$ cat config.mk
export PLATFORM = sky130hd
export DESIGN_NAME = i2c_clock_generator
export DESIGN_NICKNAME = d
export VERILOG_FILES = /design/src/rtl/i2c_clock_generator.sv
export SDC_FILE = /design/constraint.sdc
export NUM_CORES = 1
export LEC_CHECK = 0
export ABC_CLOCK_PERIOD_IN_PS = 5800
export CORE_MARGIN = 1
export CORE_UTILIZATION = 27
export CTS_CLUSTER_SIZE = 30
export DETAILED_ROUTE_END_ITERATION = 6
export PLACE_DENSITY = 0.49
export SLEW_MARGIN = 10
export SYNTH_ARGS = -nofsm -noshare
export SYNTH_HDL_FRONTEND = slang
export SYNTH_SLANG_ARGS = --single-unit
$ cat constraint.sdc
create_clock -name clock -period 5.8 [get_ports clock]
set_input_delay 1.74 -clock clock [delete_from_list [all_inputs] [get_ports clock]]
set_output_delay 1.74 -clock clock [all_outputs]
set_load 0.05 [all_outputs]
$ cat src/rtl/i2c_clock_generator.sv
// i2c_clock_generator: divider-derived SCL with mid-phase strobes; I2C_CLOCK_STRETCH_EN adds slave clock stretching
module i2c_clock_generator #(
  parameter int BAUD_WIDTH = 20,
  parameter int FREQ_WIDTH = 30
) (
  input  logic                  clock,
  input  logic                  Reset,
  input  logic                  Enable,
  input  logic [BAUD_WIDTH-1:0] BaudRate,
  input  logic [FREQ_WIDTH-1:0] ClockFrequency,
  input  logic                  StretchIn,
  output logic                  ClockOut,
  output logic                  MidHighStrobe,
  output logic                  MidLowStrobe,
  output logic                  Running,
  output logic                  ConfigError
);
  localparam int IW = $clog2(FREQ_WIDTH);
  typedef enum logic [1:0] {IDLE, DIVIDE, RUN} state_t;
  state_t state, state_nxt;
  logic [FREQ_WIDTH-1:0] dq, counter, q_next;
  logic [BAUD_WIDTH:0] divisor, rem, diff;
  logic [BAUD_WIDTH+1:0] trial;
  logic [IW-1:0] iter;
  logic qbit, last, start, toggle_pt, mid, stall;
  // dq shifts the dividend out and the quotient in; after the last step it is HalfCount
  assign trial = {rem, dq[FREQ_WIDTH-1]};
  assign qbit = trial >= {1'b0, divisor};
  assign diff = trial[BAUD_WIDTH:0] - divisor;
  assign q_next = {dq[FREQ_WIDTH-2:0], qbit};
  assign last = iter == IW'(FREQ_WIDTH - 1);
  assign start = Enable && !ConfigError && BaudRate != '0;
  assign toggle_pt = counter == dq - FREQ_WIDTH'(1);
  assign mid = counter == (dq >> 1) - FREQ_WIDTH'(1);
  assign Running = state == RUN;
`ifdef I2C_CLOCK_STRETCH_EN
  logic [1:0] sync;
  always_ff @(posedge clock) sync <= !Reset ? 2'b11 : {sync[0], StretchIn};
  assign stall = toggle_pt && ClockOut && dq >= FREQ_WIDTH'(3) && !sync[1];
`else
  logic unused_stretch;
  assign unused_stretch = StretchIn;
  assign stall = 1'b0;
`endif
  always_comb begin
    state_nxt = !Enable ? IDLE :
                state == IDLE ? (start ? DIVIDE : IDLE) :
                state == DIVIDE ? (last ? (q_next < FREQ_WIDTH'(2) ? IDLE : RUN) : DIVIDE) :
                state == RUN ? RUN : IDLE;
  end
  always_ff @(posedge clock) state <= !Reset ? IDLE : state_nxt;
  always_ff @(posedge clock) begin
    if (!Reset) begin
      dq <= '0;
      counter <= '0;
      divisor <= '0;
      rem <= '0;
      iter <= '0;
      ClockOut <= 1'b1;
      MidHighStrobe <= 1'b0;
      MidLowStrobe <= 1'b0;
      ConfigError <= 1'b0;
    end else if (!Enable) begin
      ConfigError <= 1'b0;
      ClockOut <= 1'b1;
      counter <= '0;
      MidHighStrobe <= 1'b0;
      MidLowStrobe <= 1'b0;
    end else if (state == IDLE) begin
      if (BaudRate == '0) ConfigError <= 1'b1;
      if (start) begin
        dq <= ClockFrequency;
        divisor <= {BaudRate, 1'b0};
        rem <= '0;
        iter <= '0;
      end
    end else if (state == DIVIDE) begin
      dq <= q_next;
      rem <= qbit ? diff : trial[BAUD_WIDTH:0];
      iter <= iter + IW'(1);
      if (last && q_next < FREQ_WIDTH'(2)) ConfigError <= 1'b1;
      counter <= '0;
      ClockOut <= 1'b1;
    end else if (!stall) begin
      counter <= toggle_pt ? '0 : counter + FREQ_WIDTH'(1);
      ClockOut <= toggle_pt ? ~ClockOut : ClockOut;
      MidHighStrobe <= mid && ClockOut;
      MidLowStrobe <= mid && !ClockOut;
    end
  end
endmodule

==> results.md <==
- Status: finished clean
- Critical path data arrival time: between 4 and 5 ns
- Critical-path cell list: inv_1 -> ha_1 -> nor2b_1 -> nand2_1 -> nor4_1 -> xnor2_1 -> a2111o_1 -> a2111o_1 -> a21oi_4 -> nor2_1
- Critical path type: reg2reg
- P_leak: around 0.0032 uW
- Net switching power: 623 uW
- Synth Area in Simple Gates: 0.250
- PortBufs: 57
- Min-Delay Path Class: reg2reg
- Number of unique standard cell types used by synthesis: between 60 and 70
- Setup TNS Final: 0 ns
- Gp weighted congestion: 0.903
- Commonest non-fill, non-tap cells in the layout: nand2_1 (145), dfxtp_1 (112), nor2_1 (63)
- Clock power share: 0.330
- Synth async-reset ratio: 0
- CP bufs+invs: 1
- Area leader, netlist: dfxtp_1
- Post-Synth XOR/XNOR Area: 0.117
- Clk slew on worst S/H paths: approximately 0.08 ns
- First drt pass iteration count: 5
- Die Height: between 150 and 200 um
- Setup crit end kind: flop
- Clock root cell: clkbuf_16
- CP startpoint kind: flop
- Area grow syn2layout: 14.0%
- Multi-input gate area: around 5200 um2
- Mux cell area share after synthesis: 0.0252
- DR WL/cell: about 17 um
- Reg power frac: 0.427
- Via count: roughly 7,300
- I/O pins: a little under 60
- Share of the synthesized area in the top cell type: 0.282
- Final Setup Violations: 0
- CP required: just over 6 ns
- Initial antenna violation count: 0
- Combinational Power Share: 0.243
- CP dominant cell by count: a2111o_1
- DIE WIDTH: about 170 um
- Syn_area_per_cell: approximately 7.6 um2
- Core ar.: roughly 29,000 um2
- Drt initial violations: 590
- Setup WS pre-CTS: around 1.5 ns
- Routed wire length: ~24,000 um
- # rows: 62
- Clock Skews: about 0.017 ns
- Slowest cell on crit path: nor4_1
- Worst slew pin tran: slightly below 1 ns
- Max Slew Vio Count: 0
- Post-synth EDFFs: 0
- Final Hold Fails: 0
- Fin crit period: between 4 and 5 ns
- H-tree depth: 3
- Crit share post-route: 0.743
- Post-synthesis register bit count: approximately 110
- Largest net degree at the start of global routing: a little over 50
- Vias in the first global route: between 7,000 and 8,000
- Clock latency at the later pin of the worst-skew pair: between 0.3 and 0.4 ns
- Worst slew margin: 0.340
- Final global-route overflow total: 0
- Placed inst area: just under 9000 um2
- PwrDens: approximately 220 nW/um2
- Clk buf depth: 2
- Synthesized area: around 7900 um2
- Synthesized net count: ~1,100
- Gate Count Post-Synth: 1,047
- CTS sink cnt: 112
- Cts hold-fix bufs: 0
- All-layer global routing usage: 0.162
- Worst-path maximum fanout: 30
- Total CTS buffers: 9
- Residual DRC: 0
- CTS tree: built
- Setup ws final: roughly 1.5 ns
- Antenna Cells: 0
- Peak supply drop: about 0.00012 V
- Adder-Cell Fraction of Synth Area: 0.0419
- Nets: 1,125
- Largest family of logic cells by synthesized area: simple AND/OR/NAND/NOR gates
- Sequential cell area: 2240 um2
- Hpwl dp: roughly 18,000 um
- Postcts setup bufs: 0
- Critical path's top delay family: compound AO/OA/AOI/OAI gates
- Final Cell Area: 9060 um2
- First-pass GRT wire length: a little under 40,000 um
- Critical Path Max Stage Delay: approximately 0.85 ns
- Die area: around 30,000 um2
- Pint: around 1300 uW
- FMAX: approximately 230 MHz
- Initial Util: 0.275
- Gates resized, CTS repair: 0
- Fill count: slightly above 3,000
- Commonest non-fill, non-tap cell in the layout: nand2_1
- Vias per cell: 5.10
- Switching share of power: 0.318
- Antenna viol nets, final: 0
- Seq/Total Area, Yosys: 0.282
- Synth area leaders: dfxtp_1 (28%), nand2_1 (6.8%), xnor2_1 (6.5%)
- Max Cap Viol: 0
- RSZ-0062 raised after global routing: false
- Syn. warnings: 0
- Layout cells sized above 1: 0.0457
- Synth Area in Compound Gates: 0.220
- Ys flop type: dfxtp_1
-- area by class of cell --
cell class | count | area share
inverters | 44 | 0.0182
flip-flops and latches | 112 | 0.247
clock inverters | 6 | 0.00759
clock buffers | 10 | 0.0253
well taps | 384 | 0.0530
multi-input cells | 808 | 0.575
repair buffers | 70 | 0.0732
-- power groups by stage --
stage                     logic [uW]  clock network, uW  registers (uW)
after floorplan                  355                  0             821
final                            476                646             835
after CTS                        478                669             835
after global placement           476                  0             852
after detailed placement         475                  0             853
after global routing             531                697             841
-- worst register-to-register path, delay by kind of cell, from the launching register on --
family	cells	cell delay, ns
AO/OA/AOI/OAI	3	1.67
AND/OR/NAND/NOR	4	1.46
adder cells (fa/ha/maj)	1	0.39
flip-flops	1	0.38
XOR/XNOR	1	0.16
buffers and inverters	1	0.13
-- metrics by stage --
| step | std cells | power [uW] | util | hold slack [ns] |
|---|---|---|---|---|
| after detailed placement | 1418 | 1330 | 0.304 | 0.448 |
| after CTS | 1434 | 1980 | 0.314 | 0.472 |
| after global placement | 1418 | 1330 | 0.304 | 0.453 |
| after global routing | 1434 | 2070 | 0.314 | 0.494 |
| final | 1434 | 1960 | 0.314 | 0.468 |
| after floorplan | 1047 | 1180 | - | 0.443 |
-- registers in the layout, indices dropped and copies added, names as in the netlist --
name / flops
ClockOut: 1
MidHighStrobe: 1
counter: 30
divisor: 20
ConfigError: 1
MidLowStrobe: 1
dq: 30
state: 2
rem: 21
iter: 5
-- cell families (layout without fill, tap and decap cells) --
| kind of cell | after synthesis | after routing |
|---|---|---|
| AND/OR/NAND/NOR | 406 | 406 |
| flip-flops | 112 | 112 |
| multiplexers | 20 | 20 |
| adder cells (fa/ha/maj) | 26 | 26 |
| buffers and inverters | 127 | 130 |
| AO/OA/AOI/OAI | 250 | 250 |
| XOR/XNOR | 106 | 106 |
-- synthesized netlist by cell type (10+ instances only) --
cell type	n
xor2_1	47
a22oi_1	35
o21ai_0	47
inv_1	44
a21boi_0	51
nand3_1	42
nor2b_1	12
a31oi_1	21
mux2i_1	20
a21oi_1	24
clkbuf_1	71
nor4_1	28
and3_1	10
and2_1	10
nor3_1	29
nand2_1	145
nor2_1	64
ha_1	25
dfxtp_1	112
or4_1	10
nand4_1	15
xnor2_1	59
-- worst paths after layout --
check,startpoint,to,slack [ns],depth (start not counted)
setup / recovery,dq[1],counter[16],1.49,10
hold / removal,divisor[13],divisor[13],0.47,2
setup reg to reg,dq[1],counter[16],1.49,10
hold reg to reg,divisor[13],divisor[13],0.47,2
-- routing by layer --
layer | GRT usage | vias up | part of all wire
li1 | - | 3703 | -
met1 | 0.216 | 3432 | 0.47
met2 | 0.269 | 157 | 0.47
met3 | 0.0226 | 25 | 0.039
met4 | 0.0538 | 0 | 0.022
met5 | 0 | - | 0
No activity file was read; power rests on OpenSTA's default activity.
